[src/rtl/retire_commit_unit.sv]
`timescale 1ns/1ps
// retire_commit_unit
// N-wide in-order retire/commit stage sitting between the ROB head window and
// the architectural state (arch map table, freelist, store queue / D-cache,
// fetch redirect).
//
// Each cycle the head window is walked oldest-first and a contiguous run of
// completed slots is retired. The walk stops at an incomplete slot, at a store
// that cannot be handed to the D-cache, at a mispredicted branch (inclusive),
// or at a halt (inclusive). A registered RUN/FLUSH/HALTED FSM blocks
// retirement for FLUSH_HOLD cycles after a mispredict and permanently after a
// halt (until reset). Running totals of retired slots and mispredicts are kept.
//
// Ports
//   clock, reset_n           : clock, asynchronous active-low reset
//   head_*                   : ROB head window, slot 0 oldest, packed per slot
//   arch_snapshot_valid      : reserved, tied 0
//   sq_ready_count           : executed stores waiting at the SQ head
//   st_req_valid/ready       : per-port D-cache store handshake
//   retire_count             : slots retired this cycle
//   arch_we/waddr/wpreg      : arch map table write lanes (one per slot)
//   free_mask                : previous physical registers released this cycle
//   restore_mask             : freelist image for recovery (includes this cycle)
//   sq_free_count            : SQ entries released this cycle
//   mispredict, mispred_rob_idx, redirect_pc : flush and redirect
//   halted                   : a halt has retired
//   retired_total, mispred_total : wrapping statistics counters
module retire_commit_unit #(
  parameter int N          = 3,
  parameter int ST_PORTS   = 2,
  parameter int PHYS_REGS  = 64,
  parameter int ARCH_REGS  = 32,
  parameter int ROB_IDX_W  = 5,
  parameter int FLUSH_HOLD = 2,
  parameter int CNT_W      = 32
) (
  input  logic                                clock,
  input  logic                                reset_n,
  input  logic [N-1:0]                        head_valid,
  input  logic [N-1:0]                        head_complete,
  input  logic [N-1:0]                        head_store,
  input  logic [N-1:0]                        head_branch,
  input  logic [N-1:0]                        head_halt,
  input  logic [N-1:0]                        head_mispred,
  input  logic [N*$clog2(ARCH_REGS)-1:0]      head_arch_rd,
  input  logic [N*$clog2(PHYS_REGS)-1:0]      head_phys_rd,
  input  logic [N*$clog2(PHYS_REGS)-1:0]      head_prev_phys_rd,
  input  logic [N*ROB_IDX_W-1:0]              head_rob_idx,
  input  logic [N*32-1:0]                     head_target,
  input  logic                                arch_snapshot_valid,
  input  logic [$clog2(ST_PORTS+1)-1:0]       sq_ready_count,
  output logic [ST_PORTS-1:0]                 st_req_valid,
  input  logic [ST_PORTS-1:0]                 st_req_ready,
  output logic [$clog2(N+1)-1:0]              retire_count,
  output logic [N-1:0]                        arch_we,
  output logic [N*$clog2(ARCH_REGS)-1:0]      arch_waddr,
  output logic [N*$clog2(PHYS_REGS)-1:0]      arch_wpreg,
  output logic [PHYS_REGS-1:0]                free_mask,
  output logic [PHYS_REGS-1:0]                restore_mask,
  output logic [$clog2(ST_PORTS+1)-1:0]       sq_free_count,
  output logic                                mispredict,
  output logic [ROB_IDX_W-1:0]                mispred_rob_idx,
  output logic [31:0]                         redirect_pc,
  output logic                                halted,
  output logic [CNT_W-1:0]                    retired_total,
  output logic [CNT_W-1:0]                    mispred_total
);

  localparam int AW  = $clog2(ARCH_REGS);
  localparam int PW  = $clog2(PHYS_REGS);
  localparam int RCW = $clog2(N+1);
  localparam int SQW = $clog2(ST_PORTS+1);
  localparam int FW  = (FLUSH_HOLD > 0) ? $clog2(FLUSH_HOLD+1) : 1;

  // Out of reset the architectural registers map onto the low physical
  // registers, so only the upper ones are free.
  localparam logic [PHYS_REGS-1:0] CKPT_INIT =
    {{(PHYS_REGS-ARCH_REGS){1'b1}}, {ARCH_REGS{1'b0}}};

  typedef enum logic [1:0] {
    ST_RUN,
    ST_FLUSH,
    ST_HALTED
  } state_e;

  state_e               state_q, state_d;
  logic [FW-1:0]        hold_q, hold_d;
  logic [PHYS_REGS-1:0] ckpt_q, ckpt_d;
  logic [CNT_W-1:0]     retired_q, mispred_q;

  logic                 run;
  logic                 stop;
  logic                 slot_ok;
  logic                 halt_retired;
  int                   store_ord;
  logic [RCW-1:0]       n_ret;
  logic [SQW-1:0]       n_fire;

  // Reserved input; not used by the commit logic.
  logic unused_snapshot;
  assign unused_snapshot = arch_snapshot_valid;

  // Gating with reset_n forces every commit output to 0 while reset is held.
  assign run = reset_n && (state_q == ST_RUN);

  // Commit walk over the head window, oldest slot first.
  always_comb begin
    // NOTE: every variable gets a default before any conditional assignment,
    // so no path leaves a value held over and no latch is inferred.
    stop            = 1'b0;
    slot_ok         = 1'b0;
    halt_retired    = 1'b0;
    store_ord       = 0;
    n_ret           = '0;
    n_fire          = '0;
    ckpt_d          = ckpt_q;
    st_req_valid    = '0;
    arch_we         = '0;
    arch_waddr      = '0;
    arch_wpreg      = '0;
    free_mask       = '0;
    mispredict      = 1'b0;
    mispred_rob_idx = '0;
    redirect_pc     = '0;

    for (int i = 0; i < N; i++) begin
      if (run && !stop && head_valid[i]) begin
        if (!head_complete[i]) begin
          stop = 1'b1;
        end else begin
          slot_ok = 1'b1;
          if (head_store[i]) begin
            // A store needs both a free port and an executed SQ entry.
            if (store_ord >= ST_PORTS || store_ord >= int'(sq_ready_count)) begin
              slot_ok = 1'b0;
              stop    = 1'b1;
            end else begin
              for (int p = 0; p < ST_PORTS; p++) begin
                if (p == store_ord) begin
                  st_req_valid[p] = 1'b1;
                  if (!st_req_ready[p]) begin
                    slot_ok = 1'b0;
                    stop    = 1'b1;
                  end
                end
              end
              if (slot_ok) n_fire = n_fire + SQW'(1);
              store_ord = store_ord + 1;
            end
          end

          if (slot_ok) begin
            n_ret = n_ret + RCW'(1);
            if (!head_branch[i] && (head_arch_rd[i*AW +: AW] != '0)) begin
              arch_we[i]               = 1'b1;
              arch_waddr[i*AW +: AW]   = head_arch_rd[i*AW +: AW];
              arch_wpreg[i*PW +: PW]   = head_phys_rd[i*PW +: PW];
              ckpt_d[head_phys_rd[i*PW +: PW]] = 1'b0;
              if (head_prev_phys_rd[i*PW +: PW] != '0) begin
                free_mask[head_prev_phys_rd[i*PW +: PW]] = 1'b1;
                ckpt_d[head_prev_phys_rd[i*PW +: PW]]    = 1'b1;
              end
            end
            // Younger slots are on the wrong path; the branch itself retires.
            if (head_branch[i] && head_mispred[i]) begin
              mispredict      = 1'b1;
              mispred_rob_idx = head_rob_idx[i*ROB_IDX_W +: ROB_IDX_W];
              redirect_pc     = head_target[i*32 +: 32];
              stop            = 1'b1;
            end
            if (head_halt[i]) begin
              halt_retired = 1'b1;
              stop         = 1'b1;
            end
          end
        end
      end
    end
  end

  assign retire_count  = n_ret;
  assign sq_free_count = n_fire;
  assign restore_mask  = reset_n ? ckpt_d : '0;

  // Control FSM next-state.
  always_comb begin
    state_d = state_q;
    hold_d  = hold_q;
    unique case (state_q)
      ST_RUN: begin
        if (halt_retired) begin
          state_d = ST_HALTED;
        end else if (mispredict && (FLUSH_HOLD > 0)) begin
          state_d = ST_FLUSH;
          hold_d  = FW'(FLUSH_HOLD);
        end
      end
      ST_FLUSH: begin
        hold_d = hold_q - FW'(1);
        if (hold_q == FW'(1)) state_d = ST_RUN;
      end
      ST_HALTED: state_d = ST_HALTED;
      default:   state_d = ST_RUN;
    endcase
  end

  always_ff @(posedge clock or negedge reset_n) begin
    if (!reset_n) begin
      state_q   <= ST_RUN;
      hold_q    <= '0;
      // NOTE: the checkpoint is a recovery image that must be valid from the
      // first cycle, so unlike a data array it is given an explicit reset value.
      ckpt_q    <= CKPT_INIT;
      retired_q <= '0;
      mispred_q <= '0;
    end else begin
      // NOTE: non-blocking assignments so every register samples the values
      // from before this edge, independent of statement order.
      state_q   <= state_d;
      hold_q    <= hold_d;
      ckpt_q    <= ckpt_d;
      retired_q <= retired_q + CNT_W'(retire_count);
      mispred_q <= mispred_q + CNT_W'(mispredict);
    end
  end

  assign halted        = (state_q == ST_HALTED);
  assign retired_total = retired_q;
  assign mispred_total = mispred_q;

endmodule

[config.mk]
export PLATFORM = sky130hd
export DESIGN_NAME = retire_commit_unit
export DESIGN_NICKNAME = d
export VERILOG_FILES = /design/src/rtl/retire_commit_unit.sv
export SDC_FILE = /design/constraint.sdc
export NUM_CORES = 1
export LEC_CHECK = 0
export BUFFER_PORTS_ARGS = -buffer_cell sky130_fd_sc_hd__clkbuf_2
export CORE_MARGIN = 2
export CORE_UTILIZATION = 35
export CTS_CLUSTER_SIZE = 25
export DETAILED_ROUTE_END_ITERATION = 12
export SYNTH_ARGS = -nofsm -noshare
export SYNTH_HDL_FRONTEND = slang
export SYNTH_SLANG_ARGS = --single-unit
export TNS_END_PERCENT = 20
[constraint.sdc]
create_clock -name clock -period 8.7 [get_ports clock]
set_clock_uncertainty 0.1 [all_clocks]
set_input_delay 1.305 -clock clock [delete_from_list [all_inputs] [get_ports clock]]
set_output_delay 1.305 -clock clock [all_outputs]
set_load 0.05 [all_outputs]
After elaboration in Yosys (flattened, before gate mapping)
Cells that the tools add are included.
{"block": "totals", "reg_bits": 132, "in_bits": 187, "out_inout_bits": 273, "word_cells": 319}
{"block": "op_classes", "add_sub_neg": 8, "n_lt_le_gt_ge": 17, "eq_ne": 9, "n_mux": 232, "bitwise": 11, "reduce_logical": 37}
{"operator": "64-bit 2-to-1 mux", "count": 31}
{"operator": "32-bit 2-to-1 mux", "count": 16}
{"operator": "64-bit bitwise OR", "count": 5}
{"operator": "64-bit AND", "count": 3}
{"operator": "64-bit inverter", "count": 3}
{"operator": "5-bit 2-to-1 mux", "count": 24}
{"operator": "1-bit 2-to-1 mux", "count": 112}
{"operator": "6-bit 2-to-1 mux", "count": 12}
{"operator": "2-bit by 32-bit == test with 1-bit output, first input constant", "count": 2}
{"operator": "32-bit by 3-bit >= comparator with 1-bit output", "count": 2}
{"operator": "32-bit by 3-bit >= comparator with 1-bit output, second input constant", "count": 2}
{"operator": "32-bit logical NOT", "count": 2}
{"operator": "2-bit 2-to-1 mux", "count": 29}
{"operator": "6-bit by 7-bit less-than comparator with 1-bit output, second input constant", "count": 6}
{"operator": "1-bit demux with 6-bit select", "count": 6}
{"operator": "6-bit by 1-bit >= comparator with 1-bit output, second input constant", "count": 6}
{"operator": "32-bit by 1-bit adder with 32-bit output", "count": 1}
{"operator": "32-bit by 2-bit adder with 32-bit output", "count": 1}
{"operator": "32-bit by 2-bit adder with 32-bit output, second input constant", "count": 1}
{"operator": "1-bit logical AND", "count": 18}
{"operator": "6-bit nonzero test", "count": 3}
{"operator": "5-bit nonzero test", "count": 3}
{"operator": "2-bit by 1-bit adder with 2-bit output, second input constant", "count": 4}
{"operator": "2-bit != test, second input constant", "count": 3}
{"operator": "other kinds (13)", "count": 19}

Depth between registers and ports, before layout
{"block": "logic_depth", "word_depth": 37, "mapped_depth": 27, "ltp_nobuf": 25}

Worst setup path after synthesis
Ideal clock, no wire load.
{"block": "synth_path", "path_type": "input-to-reg", "start": "in reset_n", "end": "reg retired_q[29] (netlist: retired_total[29])", "arrival_time_ns": 8.024, "path_slack_ns": 0.435, "cell_stages": 26, "path_buffers": 2, "path_cell_list": "or3b_1 > buf_4 > or3_4 > ha_1 > nor2b_1 > nor2_1 > ha_1 > mux2i_1 > ha_1 > nand2b_1 > a21o_1 > o21a_1 > a211oi_2 > clkbuf_1 > nand2_1 > xor2_1 > o21ai_0 > ha_1 > a21oi_1 > nor3_1 > nor3b_1 > and3_1 > and4_1 > and2_1 > nand3_1 > xnor2_1"}
{"block": "synth_via", "elab_chain_len": 25, "elab_cells_between_ends": 68, "classes_between": "add/sub (4); order compare (4); eq/ne (2); mux (46); reduce/logical (12)"}
{"item": "from (decl)", "line_no": "38", "rtl": "input logic reset_n,"}
{"item": "1-bit logical AND (*)", "line_no": "104", "rtl": "assign run = reset_n && (state_q == ST_RUN);"}
{"item": "1-bit logical AND", "line_no": "127", "rtl": "if (run && !stop && head_valid[i]) begin"}
{"item": "1-bit 2-to-1 mux", "line_no": "127"}
{"item": "32-bit by 3-bit >= comparator with 1-bit output", "line_no": "134", "rtl": "if (store_ord >= ST_PORTS || store_ord >= int'(sq_ready_count)) begin"}
{"item": "1-bit logical OR", "line_no": "134"}
{"item": "32-bit 2-to-1 mux", "line_no": "134"}
{"item": "32-bit 2-to-1 mux", "line_no": "132", "rtl": "if (head_store[i]) begin"}
{"item": "32-bit 2-to-1 mux", "line_no": "128", "rtl": "if (!head_complete[i]) begin"}
{"item": "(+10 left out)"}
{"item": "1-bit 2-to-1 mux", "line_no": "132"}
{"item": "1-bit 2-to-1 mux", "line_no": "128"}
{"item": "1-bit 2-to-1 mux", "line_no": "127"}
{"item": "2-bit 2-to-1 mux", "line_no": "152", "rtl": "if (slot_ok) begin"}
{"item": "2-bit 2-to-1 mux", "line_no": "128"}
{"item": "2-bit 2-to-1 mux (*)", "line_no": "127"}
{"item": "via retire_count[1]", "line_no": "54", "rtl": "output logic [$clog2(N+1)-1:0] retire_count,"}
{"item": "32-bit by 2-bit adder with 32-bit output (*)", "line_no": "222", "rtl": "retired_q <= retired_q + CNT_W'(retire_count);"}
{"item": "to (signal assigned)", "line_no": "222"}
{"item": "to (decl)", "line_no": "89", "rtl": "logic [CNT_W-1:0] retired_q, mispred_q;"}
Mark *: on every way through the listed nets, which the timed path passes. The rest lies on a longest branch. The select of a mux whose other input is x is not followed.
A chain may end at the register's enable or synchronous reset.

Worst setup path after layout
{"block": "layout_path", "start": "in reset_n", "end": "out restore_mask[39]"}
{"block": "layout_via", "elab_chain_len": 26, "elab_cells_between_ends": 74, "classes_between": "add/sub (1); order compare (4); eq/ne (2); mux (51); bitwise (4); reduce/logical (12)"}
{"item": "parallel branches: the longest is 25 deep, another holds 32-bit by 3-bit >= comparator with 1-bit output"}
{"item": "64-bit 2-to-1 mux (*)", "line_no": "183", "rtl": "assign restore_mask = reset_n ? ckpt_d : '0;"}
{"item": "to (decl)", "line_no": "59", "rtl": "output logic [PHYS_REGS-1:0] restore_mask,"}
Every way passes the cells marked *. The select of a mux whose other input is x is not followed.

==> metrics.md <==
| Metric | Value |
|---|---|
| First-pass GRT wire length | 96.50 mm |
| Static Leak | 0.007163 uW |
| Synth Net Count | about 1700 |
| Post-synth EDFFs | 0 |
| Core footprint | approximately 0.032 sq mm |
| Final HPWL DP | 51.59 mm |
| H-tree levels | 4 |
| Post-DRT Antenna Nets | 0 |
| Multi-input gate area | 0.007435 sq mm |
| Design Area, Final | 0.01481 sq mm |
| Resized Gates After CTS | 0 |
| Max Freq | 0.1222 GHz |
| Antenna violations before repair | 4 |
| Max Cap Viol | 2 |
| Share of cells above drive strength 1 | 31.63% |
| Cell Area, Placed | 0.01420 sq mm |
| Port buffer count | ~460 |
| Die width | 185.3 um |
| Pwr Total | 2017 uW |
| CTS tree | built |
| Post-Synth Simple-Gate Area | between 30% and 40% |
| Sequential area share after synthesis | 29.05% |
| Ports | 460 |
| Nets | 2069 |
| Most used cell along the critical path | ha_1 |
| Hold worst-path end | mispred_total[31]$_DFF_PN0_ |
| Ys flop type | dfrtp_1 |
| Status | finished with violations |
| Final worst slack | 0.5196 ns |
| Failing checks | capacitance limit, slew limit |
| R2r setup slk | around 1.8 ns |
| Leading area contributor after synthesis | dfrtp_1 |
| Crit. End Element | output port |
| Routed wire length | 69.04 mm |
| Post-synthesis compound-gate area fraction | 26.30% |
| Yosys warnings | 0 |
| Worst slew pin tran | 1.512 ns |
| Worst Path Buf+Inv | 3 |
| Rows | 66 |
| WP data required | 7.30 ns |
| Kind of critical path | in2out |
| Slowest stage delay, CP | roughly 0.85 ns |
| Total GRT Usage | 39.38% |
| Period utilisation layout | 94.03% |
| R2R cell count | 26 |
| Clock sinks | 132 |
| Max-slew violations | 10 |
| R2r endpoint | retired_total[29]$_DFF_PN0_ |
| Routed length per instance | 29.66 um |
| VDD IR max | 0.1311 mV |
| Count of mapped cells out of synthesis | approximately 1500 |
| Post-synthesis adder-cell area fraction | 1.479% |
| CP Depth | 18 |
| Ys async rst share | 100.0% |
| Mux cell area share after synthesis | 0.6088% |
| Most common cell after layout, fill and taps aside | clkbuf_2 |
| Cts hold-fix bufs | 0 |
| Synth top area cells | dfrtp_1 22%, dfstp_2 7.3%, nand2_1 4.2% |
| Detailed Route Iter0 Violations | roughly 2300 |
| Critical path arrival | 6.78 ns |
| Height of the die | 185.3 um |
| Hold Startpoint | mispred_total[31]$_DFF_PN0_ |
| RSZ-0062 raised after global routing | no |
| Overflow left after global routing | 0 |
| Via count | around 15000 |
| Post-synth top area share | ~22% |
| Slowest-stage cell, CP | nor4b_2 |
| Main combinational cell family by area after synthesis | simple AND/OR/NAND/NOR gates |
| Clock buffer depth | 2 |
| Clk root buf | clkbuf_16 |
| Hold Crit Depth | 1 |
| Final hold viol count | 0 |
| Critical-path cell list | buf_6 > or3b_1 > or3_4 > ha_1 > nor2b_1 > nor2_1 > inv_1 > ha_1 > nand4_1 > nor3_1 > ha_1 > a21o_1 > o21a_1 > a211o_1 > nor4b_2 > nand2_1 > a21oi_1 > clkbuf_2 |
| Number of fill cells | around 3300 |
| # DRC | 0 |
| Hold Path Class | reg2reg |
| Seq cells post-synth | 132 |
| Largest net degree at the start of global routing | 76 |
| Setup_tns | 0 ns |
| DRT Pass-1 Iters | 9 |
| Worst relative slew slack | -1.263% |
| Syn Area/Cell | approximately 7.7 sq um |
| Initial core utilization | a little over a third |
| Hold slack final | 0.3841 ns |
| CTS buffer count | 17 |
| Leading cell types in the layout, fill and taps excluded | 446 x clkbuf_2, 129 x nand2_1, 100 x dfrtp_1 |
| Synthesis-to-finish area growth | 28.72% |
| Worst-skew pair later-pin latency | 0.45 ns |
| Die ar. | 0.03435 sq mm |
| Number of global-route vias before repair | 13977 |
| Mapped cell area | 0.01151 sq mm |
| Pre-CTS setup slack | 0.6261 ns |
| Family with the most delay on the worst path | simple AND/OR/NAND/NOR gates |
| Critical Path Start Type | input port |
| Setup bufs post-CTS | 0 |
| Via density | 6.459 |
| Xor/xnor cell area share of the yosys netlist | 4.871% |
| FF-to-FF Start | state_q[1]$_DFFE_PN0P_ |
| Gp weighted congestion | between 1 and 1.5 |
| Power density cells | 136.1 mW/mm^2 |
| Clock transition at path regs | roughly 0.06 ns |
| Sequential cell area | 0.003343 sq mm |
| Final worst path period need | 8.180 ns |
| CP Max Fanout | 20 |
| Final setup viols | 0 |
| Post-synth cell types | 87 |
==> worst register-to-register path: cells and delay by family, from the launching register on <==
kind                     cells  cell delay [ns]
AND/OR/NAND/NOR             13             3.64
adder cells (fa/ha/maj)      4             1.05
AO/OA/AOI/OAI                5             1.04
flip-flops                   1             0.42
buffers and inverters        2             0.28
XOR/XNOR                     2             0.28
==> registers in the layout, summed over array words and instances, names as in the netlist <==
signal	cells
state_q	2
ckpt_q	64
retired_total	32
mispred_total	32
hold_q	2
==> metrics by stage <==
stage               utilization [%]  std cells
floorplan                         -       1493
global placement              43.76       2292
detailed placement            43.76       2292
CTS                           45.60       2323
global route                  45.62       2325
finish                        45.65       2328
==> where the power goes <==
group	total (uW)	internal, uW	switching [uW]
registers	688	662	26.6
clock network	775	458	316
logic	554	145	408
==> cells in the mapped netlist, types with 9 or more instances <==
cell type / instances
a31oi_1: 20
o211ai_1: 9
o22ai_1: 35
or3b_2: 10
a22oi_1: 9
or3_1: 17
nor2_1: 94
nor3b_1: 11
clkbuf_1: 105
o21ai_0: 89
nor4_1: 13
nand4_1: 38
or4_1: 9
o221ai_1: 33
nor3_1: 34
o21a_1: 16
nand2b_1: 10
and3b_1: 9
and2_1: 56
nor2b_1: 16
nand3_1: 90
dfrtp_1: 100
or2_2: 14
ha_1: 12
nand3b_1: 19
dfstp_2: 32
nand2_1: 129
o21ai_1: 15
a21oi_1: 76
and3_1: 57
xnor2_1: 49
xor2_1: 15
inv_1: 58
a222oi_1: 37
o31ai_1: 13
==> worst max-delay path by stage <==
stage,startpoint,endpoint
after global placement,reset_n,retired_total[31]$_DFF_PN0_
after global routing,reset_n,restore_mask[35]
after CTS,reset_n,restore_mask[35]
after detailed placement,reset_n,retired_total[29]$_DFF_PN0_
after floorplan,reset_n,retired_total[29]$_DFF_PN0_
final,reset_n,restore_mask[39]
==> final cells by class <==
cell class,instances,share of cell area (%)
sequential,132,22.57
clock buffer,20,3.015
tap,442,3.733
antenna,5,0.08446
multi-input combinational,1174,50.19
timing repair buffer,483,17.81
inverter,61,1.579
clock inverter,11,1.022
==> per-layer routing <==
metal / routed length, um / global-route usage, %
met1: 25290 / 47.55
met2: 30450 / 60.27
met3: 8329 / 12.68
met4: 4956 / 25.27
met5: 16 / 0.1481
==> cells by family (layout without fill, tap and decap cells) <==
| logic type | after synthesis | in the layout |
|---|---|---|
| adders and majority gates | 13 | 13 |
| xor gates and xnor gates | 64 | 64 |
| AOI/OAI and AO/OA | 435 | 435 |
| DFF | 132 | 132 |
| other | 1 | 6 |
| buffers and inverters | 187 | 575 |
| muxes | 6 | 6 |
| and+or+nand+nor | 655 | 655 |
(Power assumes the default switching activity.)
